[src/rtl/uart_apb_fifo.sv]
// APB3 UART (8N1) with TX/RX byte FIFOs, programmable divisor, sticky errors and level IRQ.
// Latency: APB zero wait states; TX frame starts the cycle after a byte is popped; RX byte pushed at the stop-bit sample.
// Backpressure: TX writes into a full FIFO are dropped (TX_OVF); received bytes hitting a full RX FIFO are dropped (RX_OVF).

// Byte FIFO: push into full succeeds only alongside a pop; pop from empty is ignored.
module uart_fifo #(
    parameter int DEPTH = 16
) (
    input  logic                     i_clk,
    input  logic                     i_rst,
    input  logic                     i_push,
    input  logic [7:0]               i_dat,
    input  logic                     i_pop,
    output logic [7:0]               o_head,
    output logic [$clog2(DEPTH):0]   o_count,
    output logic                     o_full,
    output logic                     o_empty
);
    localparam int AW = $clog2(DEPTH);

    logic [7:0]    r_mem [DEPTH];
    logic [AW-1:0] r_wp;
    logic [AW-1:0] r_rp;
    logic [AW:0]   r_cnt;
    logic          w_push_ok;
    logic          w_pop_ok;

    assign o_full    = (r_cnt == (AW+1)'(DEPTH));
    assign o_empty   = (r_cnt == '0);
    assign o_count   = r_cnt;
    assign o_head    = r_mem[r_rp];
    assign w_pop_ok  = i_pop & ~o_empty;
    assign w_push_ok = i_push & (~o_full | i_pop);

    // Storage array, written on every accepted push.
    always_ff @(posedge i_clk) begin
        if (w_push_ok) r_mem[r_wp] <= i_dat;
    end

    // Pointers wrap naturally at the power-of-two depth; count tracks occupancy.
    always_ff @(posedge i_clk) begin
        if (i_rst) begin
            r_wp  <= '0;
            r_rp  <= '0;
            r_cnt <= '0;
        end else begin
            if (w_push_ok) r_wp <= r_wp + AW'(1);
            if (w_pop_ok)  r_rp <= r_rp + AW'(1);
            r_cnt <= r_cnt + (AW+1)'(w_push_ok) - (AW+1)'(w_pop_ok);
        end
    end
endmodule

module uart_apb_fifo #(
    parameter int FIFO_DEPTH = 16,
    parameter int DIV_W      = 16,
    parameter int DEF_DIV    = 434
) (
    input  logic        pclk,
    input  logic        preset,
    input  logic [4:0]  paddr,
    output logic [31:0] prdata,
    input  logic [31:0] pwdata,
    input  logic        psel,
    input  logic        penable,
    input  logic        pwrite,
    output logic        pready,
    output logic        pslverr,
    output logic        irq,
    output logic        uart_tx,
    input  logic        uart_rx
);
    localparam int CW = $clog2(FIFO_DEPTH) + 1;

    typedef enum logic [1:0] {ST_IDLE, ST_START, ST_DATA, ST_STOP} uart_st_t;

    // APB decode
    logic       w_acc, w_map, w_unused;
    logic [2:0] w_sel;
    assign w_acc    = psel & penable;
    assign w_sel    = paddr[4:2];
    assign w_map    = (w_sel <= 3'd4);
    assign pready   = 1'b1;
    assign pslverr  = w_acc & ~w_map;
    assign w_unused = ^{paddr[1:0], pwdata};

    logic w_wr, w_rd;
    assign w_wr = w_acc & pwrite;
    assign w_rd = w_acc & ~pwrite;

    // Control/config registers
    logic             r_tx_en, r_rx_en;
    logic [DIV_W-1:0] r_div;
    logic [2:0]       r_irq_en;
    logic [7:0]       r_rx_thr;
    logic             r_rx_ovf, r_tx_ovf, r_ferr, r_irq;

    // FIFO hookup
    logic          w_tx_push, w_tx_pop, w_tx_full, w_tx_empty;
    logic          w_rx_push, w_rx_pop, w_rx_full, w_rx_empty;
    logic [7:0]    w_tx_head, w_rx_head;
    logic [CW-1:0] w_tx_cnt, w_rx_cnt;
    logic [7:0]    r_rx_sh;

    assign w_tx_push = w_wr & (w_sel == 3'd0);
    assign w_rx_pop  = w_rd & (w_sel == 3'd0) & ~w_rx_empty;

    uart_fifo #(.DEPTH(FIFO_DEPTH)) u_tx_fifo (
        .i_clk(pclk), .i_rst(preset), .i_push(w_tx_push), .i_dat(pwdata[7:0]), .i_pop(w_tx_pop),
        .o_head(w_tx_head), .o_count(w_tx_cnt), .o_full(w_tx_full), .o_empty(w_tx_empty)
    );

    uart_fifo #(.DEPTH(FIFO_DEPTH)) u_rx_fifo (
        .i_clk(pclk), .i_rst(preset), .i_push(w_rx_push), .i_dat(r_rx_sh), .i_pop(w_rx_pop),
        .o_head(w_rx_head), .o_count(w_rx_cnt), .o_full(w_rx_full), .o_empty(w_rx_empty)
    );

    // Transmitter
    uart_st_t         r_tx_st, w_tx_nxt;
    logic [DIV_W-1:0] r_tx_tmr;
    logic [2:0]       r_tx_bit;
    logic [7:0]       r_tx_sh;
    logic             w_tx_tick, w_tx_busy;

    assign w_tx_tick = (r_tx_tmr == '0);
    assign w_tx_busy = (r_tx_st != ST_IDLE);
    assign uart_tx   = (r_tx_st == ST_START) ? 1'b0 :
                       (r_tx_st == ST_DATA)  ? r_tx_sh[0] : 1'b1;

    // TX state register
    always_ff @(posedge pclk) begin
        if (preset) r_tx_st <= ST_IDLE;
        else        r_tx_st <= w_tx_nxt;
    end

    // TX next state; a pending byte after the stop bit starts the next frame without an idle cycle
    always_comb begin
        w_tx_nxt = r_tx_st;
        w_tx_pop = 1'b0;
        case (r_tx_st)
            ST_IDLE: if (r_tx_en & ~w_tx_empty) begin
                w_tx_pop = 1'b1;
                w_tx_nxt = ST_START;
            end
            ST_START: if (w_tx_tick) w_tx_nxt = ST_DATA;
            ST_DATA:  if (w_tx_tick && r_tx_bit == 3'd7) w_tx_nxt = ST_STOP;
            ST_STOP:  if (w_tx_tick) begin
                if (r_tx_en & ~w_tx_empty) begin
                    w_tx_pop = 1'b1;
                    w_tx_nxt = ST_START;
                end else begin
                    w_tx_nxt = ST_IDLE;
                end
            end
            default: w_tx_nxt = ST_IDLE;
        endcase
    end

    // TX bit timer and shifter; timer reloads from DIV at every bit boundary
    always_ff @(posedge pclk) begin
        if (preset) begin
            r_tx_tmr <= '0;
            r_tx_bit <= '0;
            r_tx_sh  <= '0;
        end else if (w_tx_pop) begin
            r_tx_sh  <= w_tx_head;
            r_tx_tmr <= r_div - DIV_W'(1);
            r_tx_bit <= '0;
        end else if (w_tx_busy) begin
            if (w_tx_tick) begin
                r_tx_tmr <= r_div - DIV_W'(1);
                if (r_tx_st == ST_DATA) begin
                    r_tx_sh  <= r_tx_sh >> 1;
                    r_tx_bit <= r_tx_bit + 3'd1;
                end
            end else begin
                r_tx_tmr <= r_tx_tmr - DIV_W'(1);
            end
        end
    end

    // Receiver
    uart_st_t         r_rx_st, w_rx_nxt;
    logic [DIV_W-1:0] r_rx_tmr;
    logic [2:0]       r_rx_bit;
    logic             r_rx_s1, r_rx_s2, r_rx_s3;
    logic             w_rx_tick, w_rx_fall, w_ferr;

    assign w_rx_tick = (r_rx_tmr == '0);
    assign w_rx_fall = r_rx_s3 & ~r_rx_s2;

    // Two-flop synchroniser plus one delay stage for falling-edge detection
    always_ff @(posedge pclk) begin
        if (preset) begin
            r_rx_s1 <= 1'b1;
            r_rx_s2 <= 1'b1;
            r_rx_s3 <= 1'b1;
        end else begin
            r_rx_s1 <= uart_rx;
            r_rx_s2 <= r_rx_s1;
            r_rx_s3 <= r_rx_s2;
        end
    end

    // RX state register
    always_ff @(posedge pclk) begin
        if (preset) r_rx_st <= ST_IDLE;
        else        r_rx_st <= w_rx_nxt;
    end

    // RX next state; a start bit that is high at mid-bit is treated as a glitch
    always_comb begin
        w_rx_nxt  = r_rx_st;
        w_rx_push = 1'b0;
        w_ferr    = 1'b0;
        case (r_rx_st)
            ST_IDLE:  if (r_rx_en & w_rx_fall) w_rx_nxt = ST_START;
            ST_START: if (w_rx_tick) w_rx_nxt = r_rx_s2 ? ST_IDLE : ST_DATA;
            ST_DATA:  if (w_rx_tick && r_rx_bit == 3'd7) w_rx_nxt = ST_STOP;
            ST_STOP:  if (w_rx_tick) begin
                w_rx_nxt  = ST_IDLE;
                w_rx_push = r_rx_s2;
                w_ferr    = ~r_rx_s2;
            end
            default: w_rx_nxt = ST_IDLE;
        endcase
    end

    // RX timer (half-bit to centre, then full bits) and LSB-first shifter
    always_ff @(posedge pclk) begin
        if (preset) begin
            r_rx_tmr <= '0;
            r_rx_bit <= '0;
            r_rx_sh  <= '0;
        end else if (r_rx_st == ST_IDLE) begin
            r_rx_tmr <= (r_div >> 1) - DIV_W'(1);
            r_rx_bit <= '0;
        end else if (w_rx_tick) begin
            r_rx_tmr <= r_div - DIV_W'(1);
            if (r_rx_st == ST_DATA) begin
                r_rx_sh  <= {r_rx_s2, r_rx_sh[7:1]};
                r_rx_bit <= r_rx_bit + 3'd1;
            end
        end else begin
            r_rx_tmr <= r_rx_tmr - DIV_W'(1);
        end
    end

    // Writable registers; divisor floored at 2
    always_ff @(posedge pclk) begin
        if (preset) begin
            r_tx_en  <= 1'b0;
            r_rx_en  <= 1'b0;
            r_div    <= DIV_W'(DEF_DIV);
            r_irq_en <= '0;
            r_rx_thr <= '0;
        end else if (w_wr) begin
            case (w_sel)
                3'd2: {r_rx_en, r_tx_en} <= pwdata[1:0];
                3'd3: r_div <= (pwdata[DIV_W-1:0] < DIV_W'(2)) ? DIV_W'(2) : pwdata[DIV_W-1:0];
                3'd4: begin
                    r_irq_en <= pwdata[2:0];
                    r_rx_thr <= pwdata[15:8];
                end
                default: ;
            endcase
        end
    end

    // Sticky error flags: W1C, a same-cycle new event wins over the clear
    always_ff @(posedge pclk) begin
        if (preset) begin
            r_rx_ovf <= 1'b0;
            r_tx_ovf <= 1'b0;
            r_ferr   <= 1'b0;
        end else begin
            if (w_wr && w_sel == 3'd1) begin
                if (pwdata[5]) r_rx_ovf <= 1'b0;
                if (pwdata[6]) r_tx_ovf <= 1'b0;
                if (pwdata[7]) r_ferr   <= 1'b0;
            end
            if (w_tx_push & w_tx_full & ~w_tx_pop) r_tx_ovf <= 1'b1;
            if (w_rx_push & w_rx_full & ~w_rx_pop) r_rx_ovf <= 1'b1;
            if (w_ferr) r_ferr <= 1'b1;
        end
    end

    // Registered interrupt; threshold 0 behaves as 1
    logic [7:0] w_thr;
    assign w_thr = (r_rx_thr == 8'd0) ? 8'd1 : r_rx_thr;
    assign irq   = r_irq;
    always_ff @(posedge pclk) begin
        if (preset) r_irq <= 1'b0;
        else r_irq <= (r_irq_en[0] & (8'(w_rx_cnt) >= w_thr))
                    | (r_irq_en[1] & w_tx_empty & ~w_tx_busy)
                    | (r_irq_en[2] & (r_rx_ovf | r_tx_ovf | r_ferr));
    end

    // Read mux, only driven during the access phase of a mapped address
    always_comb begin
        prdata = '0;
        if (w_acc) begin
            case (w_sel)
                3'd0: prdata = w_rx_empty ? 32'd0 : {24'd0, w_rx_head};
                3'd1: prdata = {8'd0, 8'(w_rx_cnt), 8'(w_tx_cnt), r_ferr, r_tx_ovf, r_rx_ovf,
                                w_tx_busy, w_rx_empty, w_rx_full, w_tx_empty, w_tx_full};
                3'd2: prdata = {30'd0, r_rx_en, r_tx_en};
                3'd3: prdata = 32'(r_div);
                3'd4: prdata = {16'd0, r_rx_thr, 5'd0, r_irq_en};
                default: prdata = '0;
            endcase
        end
    end
endmodule

[config.mk]
export PLATFORM = sky130hd
export DESIGN_NAME = uart_apb_fifo
export DESIGN_NICKNAME = d
export VERILOG_FILES = /design/src/rtl/uart_apb_fifo.sv
export SDC_FILE = /design/constraint.sdc
export NUM_CORES = 1
export LEC_CHECK = 0
export ABC_CLOCK_PERIOD_IN_PS = 7350
export CAP_MARGIN = 5
export CORE_MARGIN = 1
export CORE_UTILIZATION = 69
export CTS_CLUSTER_DIAMETER = 120
export CTS_CLUSTER_SIZE = 14
export DETAILED_ROUTE_END_ITERATION = 6
export DONT_BUFFER_PORTS = 1
export PLACE_DENSITY = 0.85
export SLEW_MARGIN = 20
export SYNTH_ARGS = -nofsm -noshare
export SYNTH_HDL_FRONTEND = slang
export SYNTH_SLANG_ARGS = --single-unit
[constraint.sdc]
create_clock -name pclk -period 7.35 [get_ports pclk]
set_clock_uncertainty 0.1 [all_clocks]
set_input_delay 1.47 -clock pclk [delete_from_list [all_inputs] [get_ports pclk]]
set_output_delay 1.47 -clock pclk [all_outputs]
set_load 0.05 [all_outputs]
==> results.py <==
metrics = {
    "worst_setup_path": {
        "crit_chain": "or3_1 > or3_1 > o22ai_1",
        "crit_fanout": 9,
        "path_class": "in2out",
        "critPathSlowestCell": "o22ai_1",
        "r2r_start": "r_rx_tmr[2]$_SDFF_PP0_",
        "critPathCaptureType": "output pin",
        "arrival_ps": 3400,
        "worst_path_most_repeated_cell": "or3_1",
        "worstPathBufferInverterCount": 0,
        "cp-start-kind": "input pin",
        "crit_required_ps": 5780,
        "crit_path_max_incr_delay_ps": 950,
        "startpoint": "paddr[4]",
        "path_delay_family": "simple AND/OR/NAND/NOR gates",
    },
    "route": {
        "drc": 0,
        "antenna_left": 0,
        "drt_iter0_drc": 1318,
        "routedWlPerCell_um": 23.7,
        "vias": 11428,
        "drt-total-wl_mm": 40.1,
        "firstDrtPassIters": 5,
        "viasPerCell": 6.76,
    },
    "finish": {
        "syn2layout_area_growth_pct": 6.42,
        "antennaDiodeCount": 0,
        "drive_above_1_share": 0.125,
        "nets": 1432,
        "ff_latch_area_um2": 10300,
        "nFillCells": 1437,
        "multi_input_area_um2": 6650,
    },
    "clock_network": {
        "cts-root-buf": "clkbuf_16",
        "cts.sinks": 384,
        "cts_resized": 0,
        "clk_latency_ps": 590,
        "postCtsSetupBuffers": 0,
        "cts_buffer_depth": 3,
        "hold_buffers": 0,
        "cts_max_level": 1,
        "cts_tree": "yes",
        "cts_buffers": 31,
        "clk_pin_slew_ps": 70,
    },
    "power": {
        "p_per_area_nw_per_um2": 250,
        "power_frac_comb": 0.164,
        "ir_drop_mv": 0.230,
        "clkPwrFrac": 0.330,
        "p_leak_uw": 0.00603,
        "seqPwrFrac": 0.507,
        "p_sw_frac": 0.274,
        "internal-power_uw": 3360,
        "p_sw_uw": 1270,
    },
    "die": {
        "pin_count": 79,
        "core_um2": 24500,
        "start_util": 0.710,
        "die_w_um": 161,
        "core.rowCount": 57,
        "die-area_um2": 25900,
        "die-height_um": 161,
    },
    "placed_design": {
        "port-buffer-count": 0,
        "dp_hpwl_mm": 26.3,
        "place.gp.congestion": 0.928,
    },
    "synthesis": {
        "ys_ff_latch": 384,
        "yosys_warnings": 0,
        "synth.distinct_cells": 76,
        "seq_area_frac_synth": 0.588,
        "netlist_area_um2": 17400,
        "synth.avg_cell_area_um2": 12.7,
        "synthArstFlopShare": 0,
        "synth_edf_count": 256,
        "synthCells": 1374,
        "ys.flop_type": "edfxtp_1",
    },
    "sta": {
        "fmax_mhz": 201,
        "tightest_slew_ps": 1170,
        "period_share": 0.676,
        "finalSetupViolCount": 0,
        "hold_violations": 0,
        "setup_tns_ps": 0,
        "fin_crit_ps": 4970,
        "relSlewSlack": 0.233,
        "rsz0062_at_grt": "false",
        "slew_viol_final": 0,
        "finalHoldWorstSlack_ps": 313,
    },
    "global_routing": {
        "grt_pass1_vias": 11048,
        "antenna_found_initial": 0,
        "grt_max_degree": 104,
        "grt_use_total": 0.314,
        "grt_overflow_total": 0,
        "grt_pass1_wl_mm": 62.0,
    },
    "min_path": {
        "hold_path.class": "reg2reg",
        "worstHoldStart": "r_rx_s1$_SDFF_PP1_",
    },
    "flow_run": {
        "drv_cap": 0,
    },
    "run_status": {
        "status": "completed",
    },
}
==> power by group through the flow <==
stage | Sequential, uW | Combinational [uW] | Clock [uW]
detailed placement | 2390 | 736 | 0
CTS | 2350 | 740 | 1540
global placement | 2390 | 725 | 0
finish | 2350 | 758 | 1530
global route | 2350 | 820 | 1610
floorplan | 2390 | 647 | 0
==> through the flow <==
stage               cells  setup WS (ps)  instance area (um^2)   util  total power (uW)
floorplan            1384           2090                 17500      -              3030
global route         1691           2360                 18500  0.756              4790
global placement     1637           2470                 17700  0.719              3120
detailed placement   1637           2430                 17700  0.719              3130
finish               1691           2380                 18500  0.756              4640
CTS                  1691           2430                 18500  0.755              4620
==> layout make-up <==
cell class | count | area share
Sequential cell | 384 | 0.553
Multi-Input combinational cell | 861 | 0.359
Clock buffer | 52 | 0.0461
Tap cell | 324 | 0.0219
Timing Repair Buffer | 23 | 0.00931
Inverter | 45 | 0.00911
Clock inverter | 2 | 0.00155
==> synthesized netlist by cell type (4+ instances only) <==
library cell,instances,share of area
edfxtp_1,256,0.44
nor2_1,130,0.028
dfxtp_1,128,0.15
nand2_1,100,0.022
a21oi_1,75,0.022
mux4_2,64,0.083
clkbuf_1,55,0.012
mux2i_1,52,0.030
inv_1,43,0.0093
ha_1,41,0.029
nand3_1,32,0.0092
o21ai_0,30,0.0086
xnor2_1,27,0.014
nor3_1,25,0.0072
nor4_1,23,0.0083
or3_1,22,0.0079
xor2_1,21,0.011
mux2_2,17,0.011
o22ai_1,17,0.0061
buf_4,15,0.0065
buf_1,14,0.0030
o211ai_1,13,0.0056
nand4_1,11,0.0040
and2_1,10,0.0036
buf_2,9,0.0026
nand2b_1,9,0.0032
nor2b_1,9,0.0032
a221oi_1,8,0.0040
or4_1,8,0.0034
or2_2,7,0.0025
a32oi_1,6,0.0030
nor3b_1,6,0.0026
o31ai_1,6,0.0026
a211oi_1,5,0.0022
a31oi_1,5,0.0018
a21o_1,4,0.0017
nor4b_1,4,0.0020
o32ai_1,4,0.0020
==> cells by family (layout without fill, tap and decap cells) <==
logic type	count (synthesis)	count (layout)	share of synthesized area
flip-flops	384	384	0.588
adder cells (fa/ha/maj)	43	43	0.0318
XOR/XNOR	48	48	0.0241
other	2	12	0.000431
AND/OR/NAND/NOR	422	422	0.122
multiplexers	133	133	0.124
buffers and inverters	139	122	0.0343
AO/OA/AOI/OAI	203	203	0.0751
==> metal layers <==
| layer | track usage | part of all wire | vias to the layer above |
|---|---|---|---|
| met2 | 0.521 | 0.49 | 628 |
| met5 | 0 | 0 | - |
| met3 | 0.0511 | 0.092 | 84 |
| li1 | - | - | 5077 |
| met4 | 0.0905 | 0.026 | 0 |
| met1 | 0.430 | 0.40 | 5639 |
==> placed cells by master, fill, tap and decap left out, types with 12 or more instances in the layout <==
master and n:
o22ai_1 17, nor3_1 24, nand3_1 32, xnor2_1 27, nand2_1 100, a21oi_1 75
clkbuf_1 21, o211ai_1 13, clkbuf_16 31, nor2_1 129, dfxtp_1 126, mux2_2 17
conb_1 12, or3_1 22, ha_1 41, mux2i_1 52, edfxtp_1 256, o21ai_0 30
inv_1 43, xor2_1 21, nor4_1 19, mux4_2 64, buf_4 23
==> final timing paths <==
check | endpoint | slack [ps] | depth (start not counted)
worst max-delay path | prdata[7] | 2380 | 3
worst min-delay path | r_rx_s2$_SDFF_PP1_ | 310 | 1
worst max register to register | u_rx_fifo.o_count[4]$_SDFF_PP0_ | 3200 | 12
worst min register to register | r_rx_s2$_SDFF_PP1_ | 310 | 1
==> state kept, by name, indices dropped and copies added (netlist names), 2 cells and up, named ones only <==
register           count
u_tx_fifo.o_count      5
u_rx_fifo.r_wp         4
r_rx_tmr              16
r_tx_bit               3
u_rx_fifo.o_count      5
u_rx_fifo.r_mem      128
r_tx_sh                8
r_rx_sh                8
r_irq_en               3
r_tx_tmr              16
u_tx_fifo.r_wp         4
u_tx_fifo.r_mem      128
r_div                 16
u_tx_fifo.r_rp         4
r_tx_st                2
u_rx_fifo.r_rp         4
r_rx_thr               8
r_rx_bit               3
Power figures use the tool's default switching activity.
